**config.mk**
```make
export PLATFORM = sky130hd
export DESIGN_NAME = stopwatch_display_scan
export DESIGN_NICKNAME = d
export VERILOG_FILES = /design/src/rtl/stopwatch_display_scan.sv
export SDC_FILE = /design/constraint.sdc
export NUM_CORES = 1
export LEC_CHECK = 0
export ABC_AREA = 1
export ABC_CLOCK_PERIOD_IN_PS = 6000
export CAP_MARGIN = 20
export CELL_PAD_IN_SITES_DETAIL_PLACEMENT = 2
export CELL_PAD_IN_SITES_GLOBAL_PLACEMENT = 2
export CORE_ASPECT_RATIO = 0.8
export CORE_MARGIN = 3
export CORE_UTILIZATION = 37
export DETAILED_ROUTE_END_ITERATION = 10
export GPL_TIMING_DRIVEN = 0
export PLACE_DENSITY = 0.9
export REMOVE_ABC_BUFFERS = 1
export SLEW_MARGIN = 10
export SYNTH_ARGS = -nofsm -noshare
export SYNTH_HDL_FRONTEND = slang
export SYNTH_SLANG_ARGS = --single-unit
```
**constraint.sdc**
```tcl
create_clock -name NEclk -period 6 [get_ports NEclk]
set_input_delay 1.2 -clock NEclk [delete_from_list [all_inputs] [get_ports NEclk]]
set_output_delay 1.2 -clock NEclk [all_outputs]
set_load 0.05 [all_outputs]
```
**src/rtl/stopwatch_display_scan.sv**
```systemverilog
// Four-digit multiplexed 7-segment driver for the stopwatch BCD digits.
// Provides paging, lap freeze, an input stability filter and anti-ghost blanking.
module stopwatch_display_scan #(
  parameter int SCAN_DIV = 50000,
  parameter int BLANK    = 2
) (
  input  logic       NEclk,
  input  logic       reset,
  input  logic [3:0] bcd_h_1,
  input  logic [3:0] bcd_h_0,
  input  logic [3:0] bcd_min_1,
  input  logic [3:0] bcd_min_0,
  input  logic [3:0] bcd_s_1,
  input  logic [3:0] bcd_s_0,
  input  logic [3:0] bcd_ms_2,
  input  logic [3:0] bcd_ms_1,
  input  logic [3:0] bcd_ms_0,
  input  logic       page_btn,
  input  logic       lap_btn,
  output logic [3:0] an,
  output logic [6:0] seg,
  output logic       dp,
  output logic       frozen,
  output logic [1:0] page
);

  localparam int PW = (SCAN_DIV > 1) ? $clog2(SCAN_DIV) : 1;
  localparam logic [PW-1:0] PS_LAST  = PW'(SCAN_DIV - 1);
  localparam logic [PW-1:0] PS_BLANK = PW'(BLANK);

  logic [35:0]   bcd_all;
  logic [35:0]   prev;
  logic [35:0]   disp;
  logic          page_q;
  logic          lap_q;
  logic [PW-1:0] prescaler;
  logic [1:0]    index;

  logic          stable;
  logic          page_edge;
  logic          lap_edge;
  logic          blank_slot;
  logic          lz_blank;
  logic [3:0]    digit;
  logic [6:0]    seg_dec;
  logic [3:0]    an_next;
  logic [6:0]    seg_next;
  logic          dp_next;

  assign bcd_all = {bcd_h_1, bcd_h_0, bcd_min_1, bcd_min_0,
                    bcd_s_1, bcd_s_0, bcd_ms_2, bcd_ms_1, bcd_ms_0};

  assign stable    = (bcd_all == prev);
  assign page_edge = page_btn & ~page_q;
  assign lap_edge  = lap_btn & ~lap_q;

  // Digit shown at the current scan position; ms0 is never selected.
  always_comb begin
    digit = disp[23:20];
    case ({page, index})
      4'b00_11: digit = disp[35:32];
      4'b00_10: digit = disp[31:28];
      4'b00_01: digit = disp[27:24];
      4'b00_00: digit = disp[23:20];
      4'b01_11: digit = disp[27:24];
      4'b01_10: digit = disp[23:20];
      4'b01_01: digit = disp[19:16];
      4'b01_00: digit = disp[15:12];
      4'b10_11: digit = disp[19:16];
      4'b10_10: digit = disp[15:12];
      4'b10_01: digit = disp[11:8];
      4'b10_00: digit = disp[7:4];
      default:  digit = disp[23:20];
    endcase
  end

  always_comb begin
    seg_dec = 7'b0111111;
    case (digit)
      4'd0:    seg_dec = 7'b1000000;
      4'd1:    seg_dec = 7'b1111001;
      4'd2:    seg_dec = 7'b0100100;
      4'd3:    seg_dec = 7'b0110000;
      4'd4:    seg_dec = 7'b0011001;
      4'd5:    seg_dec = 7'b0010010;
      4'd6:    seg_dec = 7'b0000010;
      4'd7:    seg_dec = 7'b1111000;
      4'd8:    seg_dec = 7'b0000000;
      4'd9:    seg_dec = 7'b0010000;
      default: seg_dec = 7'b0111111;
    endcase
  end

  // Anodes stay off at the start of each slot so the old segments never ghost.
  assign blank_slot = (prescaler < PS_BLANK);
  assign lz_blank   = (page == 2'd0) && (index == 2'd3) && (disp[35:32] == 4'd0);

  always_comb begin
    an_next  = 4'b1111;
    seg_next = 7'b1111111;
    dp_next  = 1'b1;
    if (!blank_slot) begin
      seg_next = seg_dec;
      dp_next  = (index != 2'd2);
      if (!lz_blank) begin
        an_next = ~(4'b0001 << index);
      end
    end
  end

  // Filter and freeze: disp only takes values that held for two edges.
  always_ff @(negedge NEclk or posedge reset) begin
    if (reset) begin
      prev <= '0;
      disp <= '0;
    end else begin
      prev <= bcd_all;
      if (stable && !frozen) begin
        disp <= bcd_all;
      end
    end
  end

  always_ff @(negedge NEclk or posedge reset) begin
    if (reset) begin
      page_q <= 1'b0;
      lap_q  <= 1'b0;
      page   <= 2'd0;
      frozen <= 1'b0;
    end else begin
      page_q <= page_btn;
      lap_q  <= lap_btn;
      if (page_edge) begin
        page <= (page == 2'd2) ? 2'd0 : page + 2'd1;
      end
      if (lap_edge) begin
        frozen <= ~frozen;
      end
    end
  end

  always_ff @(negedge NEclk or posedge reset) begin
    if (reset) begin
      prescaler <= '0;
      index     <= 2'd0;
    end else if (prescaler == PS_LAST) begin
      prescaler <= '0;
      index     <= index + 2'd1;
    end else begin
      prescaler <= prescaler + 1'b1;
    end
  end

  // Display outputs are registered from the pre-edge scan state.
  always_ff @(negedge NEclk or posedge reset) begin
    if (reset) begin
      an  <= 4'b1111;
      seg <= 7'b1111111;
      dp  <= 1'b1;
    end else begin
      an  <= an_next;
      seg <= seg_next;
      dp  <= dp_next;
    end
  end

endmodule

```
==> out/summary.md <==
The run finished with clean final reports. For the area inside the core boundary, the log shows 12480 sq um. In the final routed layout, each cell accounts on average for 18.86 um. For the worst setup path, the data arrival time is 4730 ps.

The critical path goes through clkdlybuf4s50_1. In this design, the largest share of critical-path delay is due to buffers and inverters. The number of buffers inserted during clock tree synthesis came out at 9. The total power draw was 1.752 mW. Setup slack closes at 73.67 ps.

After detailed placement, the total cell area comes to 5588 sq um. The tools report the startpoint type of the worst setup path as a flip-flop. The run gives 60.49 ps as the setup skew after layout. Counting every sink on the clock net gives 103. Initial cell density of the core: 0.3887.

The top cell types in the final layout, fill and taps aside, are 123 x nand2_1, 91 x dfrtn_1, 88 x inv_1. The layout net count is 663, and the multiplexer share of the synthesized area is 0. For the routed wire length, the log shows 14920 um. The synthesized-area fraction occupied by adder cells is 0.02064, and the number of remaining DRC errors is 0. The logs give 0 for the count of synthesis-stage warnings from yosys and 4800 ps for the data required time of the critical path. The run gives 0 as the count of nets left with antenna violations after detail routing. In this run the count of I/O pins placed on the die edge is 55.

The post-synthesis xor/xnor area fraction works out to 0.04334. The overall die area is 14530 sq um, and the initial DRC count is 260. The clock passes through at most 2 buffers. For this run, the slowest stage of the critical path takes 800 ps. For the overall global routing resource usage, the log shows 0.2195. The total half-perimeter wirelength after legalization and detailed placement is 10750 um, and the async set or reset register ratio after synthesis is 1.000. The number of synthesized flops with an enable pin is 0. The logs give 4489 for the via count of the first global-routing pass and 38 for the count of distinct cell types in the synthesized netlist.

TritonCTS built the clock tree. Synthesis produced a netlist whose cell count is 545. Largest family of logic cells by synthesized area: simple AND/OR/NAND/NOR gates. The share of layout cells above drive strength 1 came out at 0.1081. The library cell used most frequently in the layout, excluding fill and tap cells, is nand2_1.

VDD sags by at most 0.0002139 V. The initial antenna violation count is 0. The die height was 108.4 um; the wire length of the first global-routing pass was 24600 um. The synthesized-area fraction occupied by and/or/nand/nor cells is 0.2673. The fraction of the mapped netlist area in compound gates came out at 0.05444. In the routed layout, each cell is associated on average with a via count of 5.006. The filler cells instantiated in the layout total 1372. The pre-antenna-repair detailed-routing pass consisted of 4 iterations. Clock-pin slew was measured on the worst setup and hold paths at 50 ps. The remaining global-route overflow is 0, and the number of diodes is 0.

Entering global routing, the biggest net connects 55 pins. Setup violations remaining at the end of the flow were counted as 0. The critical path class was reg2out. The final cell area excluding filler cells is 6003 sq um, and the power density relative to cell area is 291.8 nW/um^2. Relative to the synthesized area, the layout overhead comes to 23.79%. Timing analysis after detailed placement gives a worst setup slack of -915.2 ps. Summing every instance area after synthesis gives 4850 sq um.

The die is 134 um wide. The tools report the number of max-cap violations as 0. The run gives 0 as the max-slew violation count.

The cell sitting at the root of the clock tree is a clkbuf_16. Leakage dissipation: 2.919 nW. After floorplanning, the core was divided into 36 placement rows.

The fraction of the yosys area taken by sequential cells was 0.5346. The class of the tightest hold or removal check is reg2reg. STA classifies the critical path endpoint as an output port. The count of buffer and inverter cells on the critical path works out to 1. Among all stages on the critical path, the largest delay is contributed by clkdlybuf4s50_1. The total count of hold-check failures in the final report is 0, and the relative slew slack is 0.3796. The tools report the total via count after detailed routing as 3960.

The maximum fanout along the worst path was 1. The weighted congestion reported at the end of routability-driven placement came out at 0.8203. For the pin with the worst max-slew slack, the measured transition is 922.0 ps. Count of H-tree levels built during CTS: 3.

For this run, the leading register cell type out of synthesis is dfrtn_1. Port buffering added 54 buffers. For the clock latency at the later pin of the worst-skew pair, the log shows 410 ps. Mean cell area of the mapped netlist: 8.898 sq um. In this run, post-CTS hold repair placed 0 buffers. Count of state elements after synthesis: 103.
==> what timing repair did <==
action	in CTS	in global routing
pin swaps	1	1
endpoints found under the setup margin	34	32
buffers inserted	2	1
gates cloned	1	0
gates resized for setup	5	6
==> area by class of cell <==
| cell class | count | area [sq um] | share of cell area |
|---|---|---|---|
| well taps | 171 | 214.0 | 0.03564 |
| inverters | 81 | 306.5 | 0.05106 |
| clock buffers | 11 | 232.7 | 0.03877 |
| clock inverters | 17 | 101.3 | 0.01688 |
| repair buffers | 59 | 628.1 | 0.1046 |
| multi-input cells | 349 | 1928 | 0.3212 |
| flip-flops and latches | 103 | 2592 | 0.4318 |
==> synth_stat cells, types with 3 or more instances <==
| library cell | n | area (sq um) |
|---|---|---|
| nand2_4 | 4 | 45.04 |
| or2_2 | 5 | 31.28 |
| nand3_1 | 46 | 230.2 |
| o22ai_1 | 3 | 18.77 |
| dfrtn_1 | 91 | 2277 |
| ha_1 | 8 | 100.1 |
| inv_2 | 3 | 11.26 |
| xor2_1 | 18 | 157.7 |
| xnor2_1 | 6 | 52.55 |
| nor3_1 | 8 | 40.04 |
| nor4_1 | 4 | 25.02 |
| nand3_2 | 5 | 50.05 |
| nor2_1 | 36 | 135.1 |
| nand4_1 | 20 | 125.1 |
| o21ai_0 | 40 | 200.2 |
| nand2_2 | 3 | 18.77 |
| dfstp_2 | 12 | 315.3 |
| clkbuf_1 | 4 | 15.01 |
| a21oi_1 | 3 | 15.01 |
| buf_2 | 4 | 20.02 |
| nand2_1 | 123 | 461.7 |
| inv_1 | 78 | 292.8 |
==> metal layers <==
metal  track usage  share of wire  vias up
met1        0.2806           0.46     1997
met4       0.06828          0.013        0
met5             0              0        -
met2        0.3803           0.50       63
li1              -              -     1885
met3       0.04140          0.027       15
==> kinds of logic (layout without fill, tap and decap cells) <==
| group | after synthesis | in the layout |
|---|---|---|
| compound gates | 49 | 49 |
| fa+ha+maj | 8 | 8 |
| flops | 103 | 103 |
| simple gates | 267 | 268 |
| buf+inv | 94 | 168 |
| xor+xnor | 24 | 24 |
==> where the power goes <==
group / leakage (nW) / switching [mW] / internal (mW) / total (mW)
Sequential: 1.29 / 0.0314 / 0.742 / 0.773
Combinational: 1.42 / 0.238 / 0.116 / 0.354
Clock: 0.205 / 0.291 / 0.334 / 0.625
Total: 2.92 / 0.560 / 1.19 / 1.75
==> state kept, by name (all words and copies together), names as in the netlist <==
register   count
seg            7
page           2
page_q         1
lap_q          1
prev          36
prescaler     16
an             4
frozen         1
index          2
disp          32
dp             1
==> through the flow <==
step	std cells	TNS [ps]	utilization	hold slack, ps
after floorplan	533	-74460	-	358.6
after global placement	758	-263920	0.4428	373.7
after detailed placement	760	-25090	0.4479	406.7
after CTS	790	0	0.4781	400.8
after global routing	791	-80.91	0.4811	413.2
final	791	0	0.4811	398.7
==> worst paths after layout <==
kind	start	endpoint	slack [ps]	depth (start not counted)
min reg2reg	prescaler[0]	prescaler[0]	400	1
max in group asynchronous	reset	disp[7]	1080	3
max	an[1]	an[1]	70	1
min	prescaler[0]	prescaler[0]	400	1
max reg2reg	page[1]	seg[3]	3460	13
min in group asynchronous	reset	frozen	4180	2
No activity file was read; power rests on OpenSTA's default activity.
